==> src/rtl/alu_inst_loader.sv <==
// alu_inst_loader: instruction issue stage in front of the ALU.
// Buffers (opcode, A, B) instructions in a FIFO, writes each one into the
// ALU instruction register file as three byte writes (addr 0, 1, 2), waits
// RESULT_LATENCY cycles, captures result and flags, and offers them on a
// valid/ready response port.
// Optional feature macro: ALU_LOADER_OPCODE_CHECK_EN. When defined, opcodes
// above MAX_OPCODE are rejected at pop time without touching the ALU.
module alu_inst_loader #(
    parameter int OPERAND_WIDTH    = 8,
    parameter int INST_ADDR_LENGTH = 2,
    parameter int FIFO_DEPTH       = 4,
    parameter int RESULT_LATENCY   = 1,
    parameter logic [OPERAND_WIDTH-1:0] MAX_OPCODE = OPERAND_WIDTH'(8'h1F)
) (
    input  logic                          clk,
    input  logic                          rst,
    input  logic                          in_valid,
    output logic                          in_ready,
    input  logic [OPERAND_WIDTH-1:0]      in_opcode,
    input  logic [OPERAND_WIDTH-1:0]      in_a,
    input  logic [OPERAND_WIDTH-1:0]      in_b,
    output logic                          alu_write_en,
    output logic [INST_ADDR_LENGTH-1:0]   alu_write_address,
    output logic [OPERAND_WIDTH-1:0]      alu_inst,
    input  logic [OPERAND_WIDTH-1:0]      alu_result,
    input  logic                          alu_error,
    input  logic                          alu_overflow,
    input  logic                          alu_zero,
    input  logic                          alu_carry,
    output logic                          out_valid,
    input  logic                          out_ready,
    output logic [OPERAND_WIDTH-1:0]      out_result,
    output logic [3:0]                    out_flags,
    output logic                          busy,
    output logic [$clog2(FIFO_DEPTH):0]   fifo_count
);

    localparam int PTR_W = $clog2(FIFO_DEPTH);
    localparam int CNT_W = PTR_W + 1;
    localparam int LAT_W = (RESULT_LATENCY > 1) ? $clog2(RESULT_LATENCY) : 1;

`ifdef ALU_LOADER_OPCODE_CHECK_EN
    localparam logic OPCODE_CHECK = 1'b1;
`else
    localparam logic OPCODE_CHECK = 1'b0;
`endif

    typedef enum logic [2:0] {
        S_IDLE  = 3'd0,
        S_WR_OP = 3'd1,
        S_WR_A  = 3'd2,
        S_WR_B  = 3'd3,
        S_WAIT  = 3'd4,
        S_RESP  = 3'd5
    } state_t;

    // FIFO storage (data only; occupancy lives in the pointers/count)
    logic [OPERAND_WIDTH-1:0] r_mem_op [FIFO_DEPTH];
    logic [OPERAND_WIDTH-1:0] r_mem_a  [FIFO_DEPTH];
    logic [OPERAND_WIDTH-1:0] r_mem_b  [FIFO_DEPTH];
    logic [PTR_W-1:0]         r_wr_ptr;
    logic [PTR_W-1:0]         r_rd_ptr;
    logic [CNT_W-1:0]         r_count;

    // Instruction being issued and captured response
    logic [OPERAND_WIDTH-1:0] r_cur_op;
    logic [OPERAND_WIDTH-1:0] r_cur_a;
    logic [OPERAND_WIDTH-1:0] r_cur_b;
    logic [LAT_W-1:0]         r_lat_cnt;
    logic [OPERAND_WIDTH-1:0] r_result;
    logic [3:0]               r_flags;

    state_t                   r_state;
    state_t                   w_state_nxt;

    logic                     w_push;
    logic                     w_pop;
    logic                     w_op_illegal;
    logic [OPERAND_WIDTH-1:0] w_head_op;

    // Full is judged on the registered count, so a same-cycle pop never
    // reopens the input while full.
    assign in_ready     = ~rst & (r_count != CNT_W'(FIFO_DEPTH));
    assign w_push       = in_valid & in_ready;
    assign w_pop        = (r_state == S_IDLE) & (r_count != {CNT_W{1'b0}});
    assign w_head_op    = r_mem_op[r_rd_ptr];
    assign w_op_illegal = OPCODE_CHECK & (w_head_op > MAX_OPCODE);

    assign fifo_count   = r_count;
    assign out_valid    = (r_state == S_RESP);
    assign busy         = (r_state != S_IDLE);
    assign out_result   = r_result;
    assign out_flags    = r_flags;

    // FIFO data write on accepted push (no reset needed on payload)
    always_ff @(posedge clk) begin
        if (w_push) begin
            r_mem_op[r_wr_ptr] <= in_opcode;
            r_mem_a[r_wr_ptr]  <= in_a;
            r_mem_b[r_wr_ptr]  <= in_b;
        end
    end

    // FIFO pointers and occupancy count; pointers wrap at the power-of-two depth
    always_ff @(posedge clk or posedge rst) begin
        if (rst) begin
            r_wr_ptr <= {PTR_W{1'b0}};
            r_rd_ptr <= {PTR_W{1'b0}};
            r_count  <= {CNT_W{1'b0}};
        end else begin
            if (w_push) begin
                r_wr_ptr <= r_wr_ptr + PTR_W'(1);
            end
            if (w_pop) begin
                r_rd_ptr <= r_rd_ptr + PTR_W'(1);
            end
            case ({w_push, w_pop})
                2'b10:   r_count <= r_count + CNT_W'(1);
                2'b01:   r_count <= r_count - CNT_W'(1);
                default: r_count <= r_count;
            endcase
        end
    end

    // FSM state register
    always_ff @(posedge clk or posedge rst) begin
        if (rst) begin
            r_state <= S_IDLE;
        end else begin
            r_state <= w_state_nxt;
        end
    end

    // FSM next state and ALU write-port decode
    always_comb begin
        w_state_nxt       = r_state;
        alu_write_en      = 1'b0;
        alu_write_address = {INST_ADDR_LENGTH{1'b0}};
        alu_inst          = {OPERAND_WIDTH{1'b0}};
        case (r_state)
            S_IDLE: begin
                if (w_pop) begin
                    w_state_nxt = w_op_illegal ? S_RESP : S_WR_OP;
                end else begin
                    w_state_nxt = S_IDLE;
                end
            end
            S_WR_OP: begin
                alu_write_en      = 1'b1;
                alu_write_address = INST_ADDR_LENGTH'(0);
                alu_inst          = r_cur_op;
                w_state_nxt       = S_WR_A;
            end
            S_WR_A: begin
                alu_write_en      = 1'b1;
                alu_write_address = INST_ADDR_LENGTH'(1);
                alu_inst          = r_cur_a;
                w_state_nxt       = S_WR_B;
            end
            S_WR_B: begin
                alu_write_en      = 1'b1;
                alu_write_address = INST_ADDR_LENGTH'(2);
                alu_inst          = r_cur_b;
                w_state_nxt       = S_WAIT;
            end
            S_WAIT: begin
                if (r_lat_cnt == {LAT_W{1'b0}}) begin
                    w_state_nxt = S_RESP;
                end else begin
                    w_state_nxt = S_WAIT;
                end
            end
            S_RESP: begin
                if (out_ready) begin
                    w_state_nxt = S_IDLE;
                end else begin
                    w_state_nxt = S_RESP;
                end
            end
            default: begin
                w_state_nxt = S_IDLE;
            end
        endcase
    end

    // Issue datapath: latch popped instruction, run latency counter, capture response
    always_ff @(posedge clk or posedge rst) begin
        if (rst) begin
            r_cur_op  <= {OPERAND_WIDTH{1'b0}};
            r_cur_a   <= {OPERAND_WIDTH{1'b0}};
            r_cur_b   <= {OPERAND_WIDTH{1'b0}};
            r_lat_cnt <= {LAT_W{1'b0}};
            r_result  <= {OPERAND_WIDTH{1'b0}};
            r_flags   <= 4'b0000;
        end else begin
            if (w_pop) begin
                r_cur_op <= w_head_op;
                r_cur_a  <= r_mem_a[r_rd_ptr];
                r_cur_b  <= r_mem_b[r_rd_ptr];
                if (w_op_illegal) begin
                    // Rejected opcode: answer with the error flag only
                    r_result <= {OPERAND_WIDTH{1'b0}};
                    r_flags  <= 4'b1000;
                end
            end
            if (r_state == S_WR_B) begin
                r_lat_cnt <= LAT_W'(RESULT_LATENCY - 1);
            end else if ((r_state == S_WAIT) && (r_lat_cnt != {LAT_W{1'b0}})) begin
                r_lat_cnt <= r_lat_cnt - LAT_W'(1);
            end else begin
                r_lat_cnt <= r_lat_cnt;
            end
            if ((r_state == S_WAIT) && (r_lat_cnt == {LAT_W{1'b0}})) begin
                r_result <= alu_result;
                r_flags  <= {alu_error, alu_overflow, alu_zero, alu_carry};
            end
        end
    end

endmodule
==> config.mk <==
export PLATFORM = sky130hd
export DESIGN_NAME = alu_inst_loader
export DESIGN_NICKNAME = d
export VERILOG_FILES = /design/src/rtl/alu_inst_loader.sv
export SDC_FILE = /design/constraint.sdc
export NUM_CORES = 1
export LEC_CHECK = 0
export CORE_UTILIZATION = 55
export DETAILED_ROUTE_END_ITERATION = 8
export PLACE_DENSITY = 0.79
export SLEW_MARGIN = 40
export SYNTH_ARGS = -nofsm -noshare
export SYNTH_HDL_FRONTEND = slang
export SYNTH_SLANG_ARGS = --single-unit
==> constraint.sdc <==
create_clock -name clk -period 3 [get_ports clk]
set_clock_uncertainty 0.2 [all_clocks]
set_input_delay 0.45 -clock clk [delete_from_list [all_inputs] [get_ports clk]]
set_output_delay 0.45 -clock clk [all_outputs]
set_load 0.05 [all_outputs]
**After elaboration in Yosys (flattened, before gate mapping)**

Memories as Yosys holds them, arrays and structs flattened. A register that Yosys moved wholly into a read port is not among the register bits.
Cells that the tools add are included.

- Input port bits: 40
- RAM bits: 96
- Memories: 3
- Bits in registers: 23
- Bits in latches: 0
- Output and inout port bits: 29
- ROM bits: 0

Memory list:

| memory | words | bits a word | read ports | clocked after Yosys merged registers in | write ports | RTL line | source |
|---|---|---|---|---|---|---|---|
| r_mem_a | 4 | 8 | 1 | 1 | 1 | 59 | `logic [OPERAND_WIDTH-1:0] r_mem_a [FIFO_DEPTH];` |
| r_mem_b | 4 | 8 | 1 | 1 | 1 | 60 | `logic [OPERAND_WIDTH-1:0] r_mem_b [FIFO_DEPTH];` |
| r_mem_op | 4 | 8 | 1 | 1 | 1 | 58 | `logic [OPERAND_WIDTH-1:0] r_mem_op [FIFO_DEPTH];` |

- Muxes and demuxes: 12
- Equality and inequality tests: 8
- Shift operators: 0
- Add/subtract/negate cells: 5
- Divide/modulo/power cells: 0
- Reduce and logical (&&, ||, !) cells: 8
- Multipliers: 0
- Bitwise gates (word level): 5
- Magnitude comparators: 0

Operator list:

| cell | number |
|---|---|
| $pmux W8 S3 | 1 |
| $pmux W3 S6 | 1 |
| $mux W1 | 7 |
| $eq A3 B2 Y1 const B | 2 |
| $eq A3 B3 Y1 const B | 2 |
| $pmux W3 S2 | 1 |
| $reduce_bool A3 Y1 | 2 |
| $add A2 B1 Y2 const B | 2 |
| $pmux W2 S2 | 1 |
| $reduce_bool A2 Y1 | 2 |
| $add A3 B1 Y3 const B | 1 |
| $and A1 B1 Y1 | 3 |
| $eq A3 B1 Y1 const B | 1 |
| $logic_not A3 Y1 | 1 |
| $mux W3 | 1 |
| $ne A3 B3 Y1 const B | 1 |
| $reduce_or A3 Y1 | 1 |
| $sub A3 B1 Y3 const B | 1 |
| $eq A2 B1 Y1 const B | 1 |
| $eq A2 B2 Y1 const B | 1 |
| $logic_and A1 B1 Y1 | 2 |
| $not A1 Y1 | 2 |
| $sub A1 B1 Y1 const B | 1 |

**Longest topological paths before layout**

- Word-level depth: 5
- Mapped depth: 11
- Mapped depth without buffers: 9

**Worst setup path before layout**

No wires, ideal clock.

- Path type: reg2out
- Start: register r_state[0]
- End: output alu_write_address[0]
- Arrival time: 1.891 ns
- Required time: 2.350 ns
- Slack: 0.459 ns
- Stages on the path, launching flop included: 4
- Path through: dfrtp_1 buf_6 buf_2 nor3b_1

- Word-level cells in the longest chain between the ends: 2
- Elaborated cells on any way between the ends: 3
- Those cells by class: eq/ne: 2; mux: 1

RTL lines:

| item | RTL line | source |
|---|---|---|
| start: declaration | 73 | `state_t r_state;` |
| start signal: assignment | 130 | `r_state <= w_state_nxt;` |
| $eq A3 B2 Y1 | 140 | `case (r_state)` |
| $pmux W2 S2 * | 140 |  |
| end: declaration | 23 | `output logic [INST_ADDR_LENGTH-1:0] alu_write_address,` |

Every way passes the cells marked *; elsewhere a longest branch is shown, timed or not.

**Final worst setup path**

- Start: register r_state[2]
- End: output alu_write_address[1]

The elaborated chain is that of the path after synthesis.

==> impl_results.md <==
* Warnings, synthesis at 0
* Worst-case clock buffer depth at 2
* Clock transition at path regs at 0.06 ns
* Tmin final at 2.89 ns
* DR iter-0 viols at 145
* CTS Root Cell: clkbuf_8
* Comb pwr share at 41.8%
* Max cap viols at 0
* Register area at 4060 um2
* Clock Latency Late Sink at 0.51 ns
* Clk sinks at 143
* Largest net degree at the start of global routing at 48
* CTS tree: built
* Post-CTS Setup Bufs at 0
* Remaining DRCs at 0
* Dpl cells at 494
* Sw Pwr at 0.00278 W
* Peak supply drop at 571 uV
* GRT Overall Usage at 19.8%
* Period utilization at 96.2%
* Slew HR at 59.1%
* Core area at 10,300 um2
* Final setup fails at 0
* Placement Rows at 37
* Sequential power share at 35.2%
* R2r worst-path depth at 8
* Share of post-route cells with drive strength above 1 at 29.0%
* Most frequent cells in the layout: 96 x edfxtp_1, 58 x clkdlybuf4s50_1, 46 x dfrtp_1
* Antenna violations before repair at 0
* RSZ-0062 raised after global routing: false
* Crit path largest cell delay at 0.80 ns
* Final Max Tran Viols at 0
* Post-synth top area cell: edfxtp_1
* Layout filler cell count at 659
* Slew @ Worst Pin at 0.613 ns
* First-pass DRT Iterations at 4
* Non-Filler Instances at 526
* Clock power share at 23.0%
* R2R Path Start: r_state[2]
* Cells taking the most area after synthesis: edfxtp_1 50%, dfrtp_1 20%, mux4_2 7.0%
* Vias at 2,887
* NumNets Final at 424
* Syn Area/Cell at 19.8 um2
* RR Endpoint: fifo_count[2]
* R2R Setup Slk at 0.58 ns
* Area of the multi-input gates at 1570 um2
* PwrDens at 1130 nW/um2
* Cell Area, Synth at 5820 um2
* Seq/Total Area, Yosys at 69.8%
* CTS buffer count at 17
* Crit path DAT at 2.24 ns
* Count of different cell masters after synthesis at 33
* Final Core Density at 70.2%
* Commonest non-fill, non-tap cell in the layout: edfxtp_1
* Crit path launch type: flop
* Critical-path cell list: nand3b_1, inv_1, clkdlybuf4s50_1
* Vias in the first global route at 3,044
* Vias per inst at 5.49
* IO buf count at 68
* Detailed placer's ending HPWL at 5850 um
* Die Wd at 105 um
* Highest-delay cell along the critical path: clkdlybuf4s50_1
* Die area at 11,000 um2
* #FFs+latches synth at 143
* Final Hold Fails at 0
* Fin Setup TNS at 0 ns
* Achievable Freq at 346 MHz
* Initial Utilization at 56.6%
* Setup Crit Path Kind: flop to output port
* N_diodes at 0
* Lkg Pwr at 2.70 nW
* CP Max Fanout at 15
* H-Tree Depth at 4
* Int Pwr at 0.00541 W
* Post-synth top area share at 49.6%
* WL/cell at 18.8 um
* First-pass GRT wire length at 15,900 um
* Min Hold Slack at 0.268 ns
* Synth-to-layout area growth at 24.1%
* Placer's final routability congestion estimate at 0.682
* I/O pin cnt at 69
* Height of the die at 105 um
* CP endpoint kind: output port
* Hold Crit Class: input pin to asynchronous set/reset pin
* Syn_nets at 340
* Worst Path Required at 2.35 ns
* Grt ovf at 0
* Aggregate routed wire length at 9910 um
* Sw Ratio at 33.9%
* Post-Syn Instances at 294
* Final ANT Viol Nets at 0
* Status: completed
* CTS Hold Bufs at 0
==> timing repair <==
action / CTS / global route
resized for setup: 3 / 1
hold endpoints to repair: 0 / 0
setup endpoints to repair: 3 / 3
==> worst max path at each step <==
stage | end | cells after the start | start
floorplan | alu_write_address[0] | 3 | r_state[0]
global placement | in_ready | 3 | rst
detailed placement | out_valid | 3 | r_state[2]
CTS | alu_write_address[1] | 3 | r_state[0]
global route | alu_write_address[1] | 3 | r_state[2]
finish | alu_write_address[1] | 3 | r_state[2]
==> area by class of cell <==
type / count / area share (%)
multi-input cells: 125 / 21.7
inverters: 11 / 0.572
well taps: 136 / 2.36
clock inverters: 8 / 1.30
repair buffers: 80 / 11.8
flip-flops and latches: 143 / 56.3
clock buffers: 23 / 6.05
==> cell usage after synthesis <==
master / number
nor2_1: 13
mux2_4: 18
o311a_1: 1
mux4_1: 6
buf_2: 3
dfrtp_1: 47
a22oi_1: 8
a2111o_1: 1
nand2_1: 3
buf_6: 3
xnor2_1: 3
fa_1: 1
buf_12: 4
and3_1: 1
mux2i_1: 1
nor2b_1: 2
a211oi_2: 1
mux2_2: 27
nor3_2: 1
ha_1: 5
a21oi_1: 1
nor3b_1: 1
o31a_1: 1
clkbuf_1: 4
edfxtp_1: 96
nand2b_1: 1
nor4b_4: 1
nand3b_1: 1
and2_1: 5
inv_1: 11
mux4_2: 18
xor2_1: 4
buf_4: 1
==> flip-flops by register name (all words and copies together), names as in the netlist <==
name        cells
r_lat_cnt       1
out_result      8
r_mem_a        32
r_mem_op       32
r_cur_b         8
r_rd_ptr        2
fifo_count      3
r_cur_a         8
r_mem_b        32
out_flags       4
r_cur_op        8
r_wr_ptr        2
r_state         3
==> critical path, delay by kind of cell, from the launching register on <==
kind	cells	cell delay, ns
buffers and inverters	2	0.88
DFF	1	0.55
and+or+nand+nor	1	0.29
==> routing by layer <==
layer  vias to the layer above  global-route usage [%]  share of wire [%]
li1                       1316                       -                  -
met1                      1459                    25.5                 42
met2                        97                    32.5                 51
met3                        15                    4.37                5.4
met4                         0                    9.26                1.7
met5                         -                       0                  0
==> cell families (layout without fill, tap and decap cells) <==
| family | count (synthesis) | count (layout) | share of synthesized area [%] |
|---|---|---|---|
| multiplexers | 70 | 70 | 19.7 |
| buffers and inverters | 26 | 122 | 3.31 |
| adder cells (fa/ha/maj) | 6 | 6 | 1.42 |
| AND/OR/NAND/NOR | 29 | 29 | 2.84 |
| XOR/XNOR | 7 | 7 | 1.05 |
| flip-flops | 143 | 143 | 69.8 |
| AO/OA/AOI/OAI | 13 | 13 | 1.85 |
==> through the flow <==
step                      power, W  worst slack (ns)  area (um2)
after floorplan            0.00540             0.459        5820
after global placement     0.00626             0.494        6680
after detailed placement   0.00635             0.439        6680
after CTS                  0.00827            0.0331        7210
after global routing       0.00858            0.0341        7220
final                      0.00819             0.113        7220
==> power groups by stage <==
| stage | sequential [W] | clock, W | combinational, W |
|---|---|---|---|
| 2_1_floorplan | 0.00318 | 0 | 0.00223 |
| 3_3_place_gp | 0.00289 | 0 | 0.00337 |
| 3_5_place_dp | 0.00291 | 0 | 0.00344 |
| 4_1_cts | 0.00288 | 0.00192 | 0.00346 |
| 5_1_grt | 0.00294 | 0.00201 | 0.00362 |
| 6_report | 0.00288 | 0.00189 | 0.00342 |
(Power assumes the default switching activity.)
